==> config.mk <==
export PLATFORM = sky130hd
export DESIGN_NAME = aer_in_rx
export DESIGN_NICKNAME = d
export VERILOG_FILES = /design/src/rtl/aer_in_rx.sv
export SDC_FILE = /design/constraint.sdc
export NUM_CORES = 1
export LEC_CHECK = 0
export ABC_AREA = 0
export ABC_CLOCK_PERIOD_IN_PS = 8600
export CORE_MARGIN = 2
export CORE_UTILIZATION = 43
export DETAILED_ROUTE_END_ITERATION = 8
export HOLD_SLACK_MARGIN = 0.03
export SLEW_MARGIN = 0
export SYNTH_ARGS = -nofsm -noshare
export SYNTH_HDL_FRONTEND = slang
export SYNTH_SLANG_ARGS = --single-unit
==> constraint.sdc <==
create_clock -name CLK -period 8.6 [get_ports CLK]
set_clock_uncertainty 0.1 [all_clocks]
set_input_delay 1.72 -clock CLK [delete_from_list [all_inputs] [get_ports CLK]]
set_output_delay 1.72 -clock CLK [all_outputs]
set_load 0.05 [all_outputs]
==> src/rtl/aer_in_rx.sv <==
// aer_in_rx: receive side of the AER link.
// Completes the 4-phase REQ/ACK handshake, captures each event address into a
// first-word-fall-through FIFO and presents it to the core on valid/ready.
// ACK is withheld while the FIFO is full, so the sender stalls instead of
// an event being dropped.
module aer_in_rx #(
    parameter int unsigned M          = 8,
    parameter int unsigned FIFO_DEPTH = 16,
    parameter int unsigned CNT_W      = 16
) (
    input  logic                        CLK,
    input  logic                        RST,
    input  logic [M-1:0]                AERIN_ADDR,
    input  logic                        AERIN_REQ,
    output logic                        AERIN_ACK,
    output logic [M-1:0]                EVT_ADDR,
    output logic                        EVT_VALID,
    input  logic                        EVT_READY,
    output logic [$clog2(FIFO_DEPTH):0] FIFO_LEVEL,
    output logic [CNT_W-1:0]            EVT_COUNT,
    input  logic                        CLR_COUNT
);

    localparam int unsigned AW = $clog2(FIFO_DEPTH);
    localparam logic [AW:0] FULL_LEVEL = (AW+1)'(FIFO_DEPTH);

    typedef enum logic {
        ST_IDLE,
        ST_WAIT_REQ_LOW
    } state_t;

    // Handshake side
    logic             r_req_meta;
    logic             r_req_s;
    state_t           r_state;
    logic             r_ack;

    // FIFO storage and bookkeeping
    logic [M-1:0]     r_mem [FIFO_DEPTH];
    logic [AW-1:0]    r_wr_ptr;
    logic [AW-1:0]    r_rd_ptr;
    logic [AW:0]      r_level;

    logic [CNT_W-1:0] r_evt_count;

    logic             w_full;
    logic             w_empty;
    logic             w_push;
    logic             w_pop;
    logic             w_cnt_max;

    // Full is the current-cycle flag only; a simultaneous pop does not open
    // a slot for this cycle's capture, which then happens one cycle later.
    assign w_full    = (r_level == FULL_LEVEL);
    assign w_empty   = (r_level == '0);
    assign w_push    = (r_state == ST_IDLE) && r_req_s && !w_full;
    assign w_pop     = !w_empty && EVT_READY;
    assign w_cnt_max = &r_evt_count;

    assign AERIN_ACK  = r_ack;
    assign EVT_VALID  = !w_empty;
    assign EVT_ADDR   = r_mem[r_rd_ptr];
    assign FIFO_LEVEL = r_level;
    assign EVT_COUNT  = r_evt_count;

    // Two-flop synchronizer for the asynchronous REQ. The address bus is
    // bundled data and is only sampled once req_s is high, so it is stable.
    always_ff @(posedge CLK or posedge RST) begin
        if (RST) begin
            r_req_meta <= 1'b0;
            r_req_s    <= 1'b0;
        end else begin
            r_req_meta <= AERIN_REQ;
            r_req_s    <= r_req_meta;
        end
    end

    // Handshake FSM with ACK registered directly: one capture per REQ high phase.
    always_ff @(posedge CLK or posedge RST) begin
        if (RST) begin
            r_state <= ST_IDLE;
            r_ack   <= 1'b0;
        end else begin
            case (r_state)
                ST_IDLE: begin
                    if (r_req_s && !w_full) begin
                        r_ack   <= 1'b1;
                        r_state <= ST_WAIT_REQ_LOW;
                    end
                end
                ST_WAIT_REQ_LOW: begin
                    if (!r_req_s) begin
                        r_ack   <= 1'b0;
                        r_state <= ST_IDLE;
                    end
                end
                default: begin
                    r_ack   <= 1'b0;
                    r_state <= ST_IDLE;
                end
            endcase
        end
    end

    // FIFO storage write; contents need no reset since level gates validity.
    always_ff @(posedge CLK) begin
        if (w_push) begin
            r_mem[r_wr_ptr] <= AERIN_ADDR;
        end
    end

    // FIFO pointers wrap naturally; level is tracked separately from them.
    always_ff @(posedge CLK or posedge RST) begin
        if (RST) begin
            r_wr_ptr <= '0;
            r_rd_ptr <= '0;
            r_level  <= '0;
        end else begin
            if (w_push) begin
                r_wr_ptr <= r_wr_ptr + 1'b1;
            end
            if (w_pop) begin
                r_rd_ptr <= r_rd_ptr + 1'b1;
            end
            if (w_push && !w_pop) begin
                r_level <= r_level + 1'b1;
            end else if (w_pop && !w_push) begin
                r_level <= r_level - 1'b1;
            end
        end
    end

    // Saturating capture counter; clear has priority over a same-cycle capture.
    always_ff @(posedge CLK or posedge RST) begin
        if (RST) begin
            r_evt_count <= '0;
        end else if (CLR_COUNT) begin
            r_evt_count <= '0;
        end else if (w_push && !w_cnt_max) begin
            r_evt_count <= r_evt_count + 1'b1;
        end
    end

endmodule

==> flow_metrics.tcl <==
set metrics [dict create \
    cts_made_buffers 17 \
    drive_gt1_frac 0.1922 \
    busiest_layer "met2" \
    nNetsFinal 452 \
    crit_chain "buf_4 -> mux4_2 -> mux4_2 -> clkdlybuf4s50_1" \
    core_sq_um 15150 \
    slowest_delay_ns 0.72 \
    worstSetupStartpointType "flop" \
    ys_ff_latch 161 \
    ir_drop_mv 0.1603 \
    grt_use_met2 0.2710 \
    period_minus_slack_ns 5.163 \
    yosys.area.top_type "edfxtp_1" \
    ys_warn_count 0 \
    h-tree-depth 4 \
    grt_overflow_total 0 \
    die_w_um 128.3 \
    cts-root-buf "clkbuf_16" \
    crit_top_cell "mux4_2" \
    powerDensity_nw_per_um2 327.3 \
    grt_start_max_net_pins 36 \
    clockBufferDepth 2 \
    synth_edf_count 128 \
    tns_ns 0 \
    outcome "completed" \
    totalWireLength_um 13460 \
    async_reset_ff_frac 0.2050 \
    clk_pin_slew_ns 0.06 \
    cts-hold-fix-buffers 0 \
    cp.arrival_ns 3.34 \
    crit_family "buffers and inverters" \
    finalSetupViolCount 0 \
    grt.met3_usage 0.03881 \
    fmax_ghz 0.1937 \
    rsz0062_at_grt "no" \
    areaGrowthSynthToFinish_pct 18.71 \
    cts_setup_buffers 0 \
    synth_cells 375 \
    dpl.hpwl_um 8202 \
    die-area_sq_um 16470 \
    drtIter0Drc 331 \
    instances_no_fill 625 \
    worstSetupPathType "reg2out" \
    cts_tree "built" \
    track_usage 0.1756 \
    required_ns 6.78 \
    cp-end-kind "output pin" \
    first_pass_iters 4 \
    dp.cells 596 \
    num_io_pins 44 \
    fin_ws_ns 3.437 \
    crit_slowest_cell "clkdlybuf4s50_1" \
    synth_area_leaders "edfxtp_1, mux4_2, dfrtp_1, xnor2_1, ha_1" \
    drcViolationCount 0 \
    detail-route-antenna-nets 0 \
    num_antenna_cells 0 \
    cts.sinks 161 \
    gp_congestion 0.7745 \
    synthFlopType "edfxtp_1" \
    vias 3400 \
    antenna_found_initial 0 \
    die_h_um 128.3 \
    p_leak_nw 2.640 \
    synth_cell_types 39 \
    pre_cts_ws_ns 3.832 \
    hold_violations 0 \
    start_util 0.4388 \
    crit_buf_inv 2 \
    avgViaCountPerCell 5.440 \
    drt-wirelength-per-cell_um 21.53 \
    cts_resized 0 \
    avgSynthCellArea_sq_um 17.72 \
    hp-class "reg2reg" \
    fin_crit_sh 0.6003 \
    io_buffer_count 43 \
    cp_max_fo 24 \
    grt_pass1_vias 3344 \
    clock_latency_ns 0.42 \
    syn-num-nets 400 \
    tightestPinTransition_ns 1.169 \
    slew_viol_final 0 \
    synth.top_cell.area_share 0.5783 \
    relSlewSlack 0.2140 \
    maxCapViolCount 0 \
    seq_area_frac_synth 0.7026 \
    grt_pass1_wl_um 20370 \
    synth_area_sq_um 6646 \
    grt_use_met1 0.2503 \
    core.rowCount 45 \
]
Yosys cell counts, types with 2 or more instances:
| library cell | count |
|---|---|
| edfxtp_1 | 128 |
| mux4_2 | 40 |
| dfrtp_1 | 33 |
| nor2_1 | 32 |
| xnor2_1 | 23 |
| nand2_1 | 18 |
| inv_1 | 13 |
| ha_1 | 11 |
| nor4_1 | 8 |
| buf_1 | 7 |
| nor3_1 | 7 |
| nand3_1 | 6 |
| o21ai_0 | 6 |
| nand4_1 | 5 |
| a21oi_1 | 4 |
| clkbuf_1 | 4 |
| buf_4 | 3 |
| buf_2 | 2 |
| mux2i_1 | 2 |
| nand2b_1 | 2 |
| nor2b_1 | 2 |
| nor4b_1 | 2 |
report_power, final:
group / internal, mW / leakage (nW) / total (mW) / switching (mW)
Clock: 0.484 / 0.294 / 0.786 / 0.302
Combinational: 0.358 / 0.769 / 0.796 / 0.438
Sequential: 0.910 / 1.58 / 1.00 / 0.0900
Total: 1.75 / 2.64 / 2.58 / 0.830
cells by family after synthesis:
| logic type | synth area share |
|---|---|
| xor gates and xnor gates | 0.03163 |
| muxes | 0.1386 |
| DFF | 0.7026 |
| and+or+nand+nor | 0.06890 |
| buffers and inverters | 0.02109 |
| adders and majority gates | 0.02372 |
| AOI/OAI and AO/OA | 0.01356 |
routing by layer:
metal / wire, um / vias to the layer above
met1: 6062 / 1755
met5: 0 / -
met3: 646 / 10
met2: 6582 / 86
li1: - / 1549
met4: 165 / 0
area by class of cell:
cell class	instances	area, sq um
fill	1215	7256
sequential	161	4671
multi-input combinational	183	1837
timing repair buffer	50	483.0
clock buffer	17	425.4
tap	188	235.2
clock inverter	12	183.9
inverter	14	55.05
sequential cells by signal (all words and copies together) (netlist names):
name / flops
EVT_COUNT: 16
AERIN_ACK: 1
r_rd_ptr: 4
r_req_meta: 1
r_req_s: 1
FIFO_LEVEL: 5
r_state: 1
r_wr_ptr: 4
r_mem: 128
worst paths after layout:
kind | slack (ns) | endpoint | start | cells after the start
max in group asynchronous | 6.47 | r_rd_ptr[0]$_DFFE_PP0P_ | RST | 3
max | 3.44 | EVT_ADDR[1] | r_rd_ptr[0]$_DFFE_PP0P_ | 4
min | 0.25 | r_req_s$_DFF_PP0_ | r_req_meta$_DFF_PP0_ | 0
min reg2reg | 0.25 | r_req_s$_DFF_PP0_ | r_req_meta$_DFF_PP0_ | 0
min in group asynchronous | 1.59 | FIFO_LEVEL[3]$_DFFE_PP0P_ | RST | 3
max reg2reg | 5.37 | FIFO_LEVEL[4]$_DFFE_PP0P_ | FIFO_LEVEL[0]$_DFFE_PP0P_ | 10
layout by cell type (no fill, tap or decap), drive strengths merged:
master         Yosys  routed
nor4b              3       3
nor4               9       9
nand4              5       5
nand3              7       7
buf               13       7
and2               1       1
mux2i              2       2
a21o               1       1
xnor2             23      23
o31a               1       1
a21oi              4       4
xor2               1       1
nor3b              1       1
bufinv             0       4
nand2             19      19
fa                 1       1
nor2b              2       2
ha                11      11
dfrtp             33      33
or4                1       1
clkinv             0       3
nand2b             2       2
edfxtp           128     128
or3                1       1
mux4              40      40
nor2              32      32
o21ai              7       7
nor3               7       7
a211oi             1       1
clkdlybuf4s50      0      43
inv               14      18
clkinvlp           0       1
clkbuf             4      17
or2                1       1
per-stage QoR:
step | hold slack (ns) | power [mW] | cell area [sq um] | utilization
final | 0.2464 | 2.582 | 7890 | 0.5209
after global routing | 0.2602 | 2.684 | 7890 | 0.5209
after CTS | 0.2479 | 2.607 | 7890 | 0.5209
after detailed placement | 0.2347 | 1.820 | 7281 | 0.4807
after global placement | 0.2345 | 1.807 | 7281 | 0.4807
after floorplan | 0.2312 | 1.607 | 6646 | -
worst register-to-register path, cell delays in order, from the launching register on:
cell,delay (ns)
dfrtp_1,0.45
or4_4,0.59
o21ai_4,0.43
inv_4,0.14
ha_1,0.28
inv_1,0.17
ha_1,0.28
a21o_1,0.16
a21oi_1,0.18
mux2i_1,0.23
xnor2_1,0.15
No activity file was read; power rests on OpenSTA's default activity.
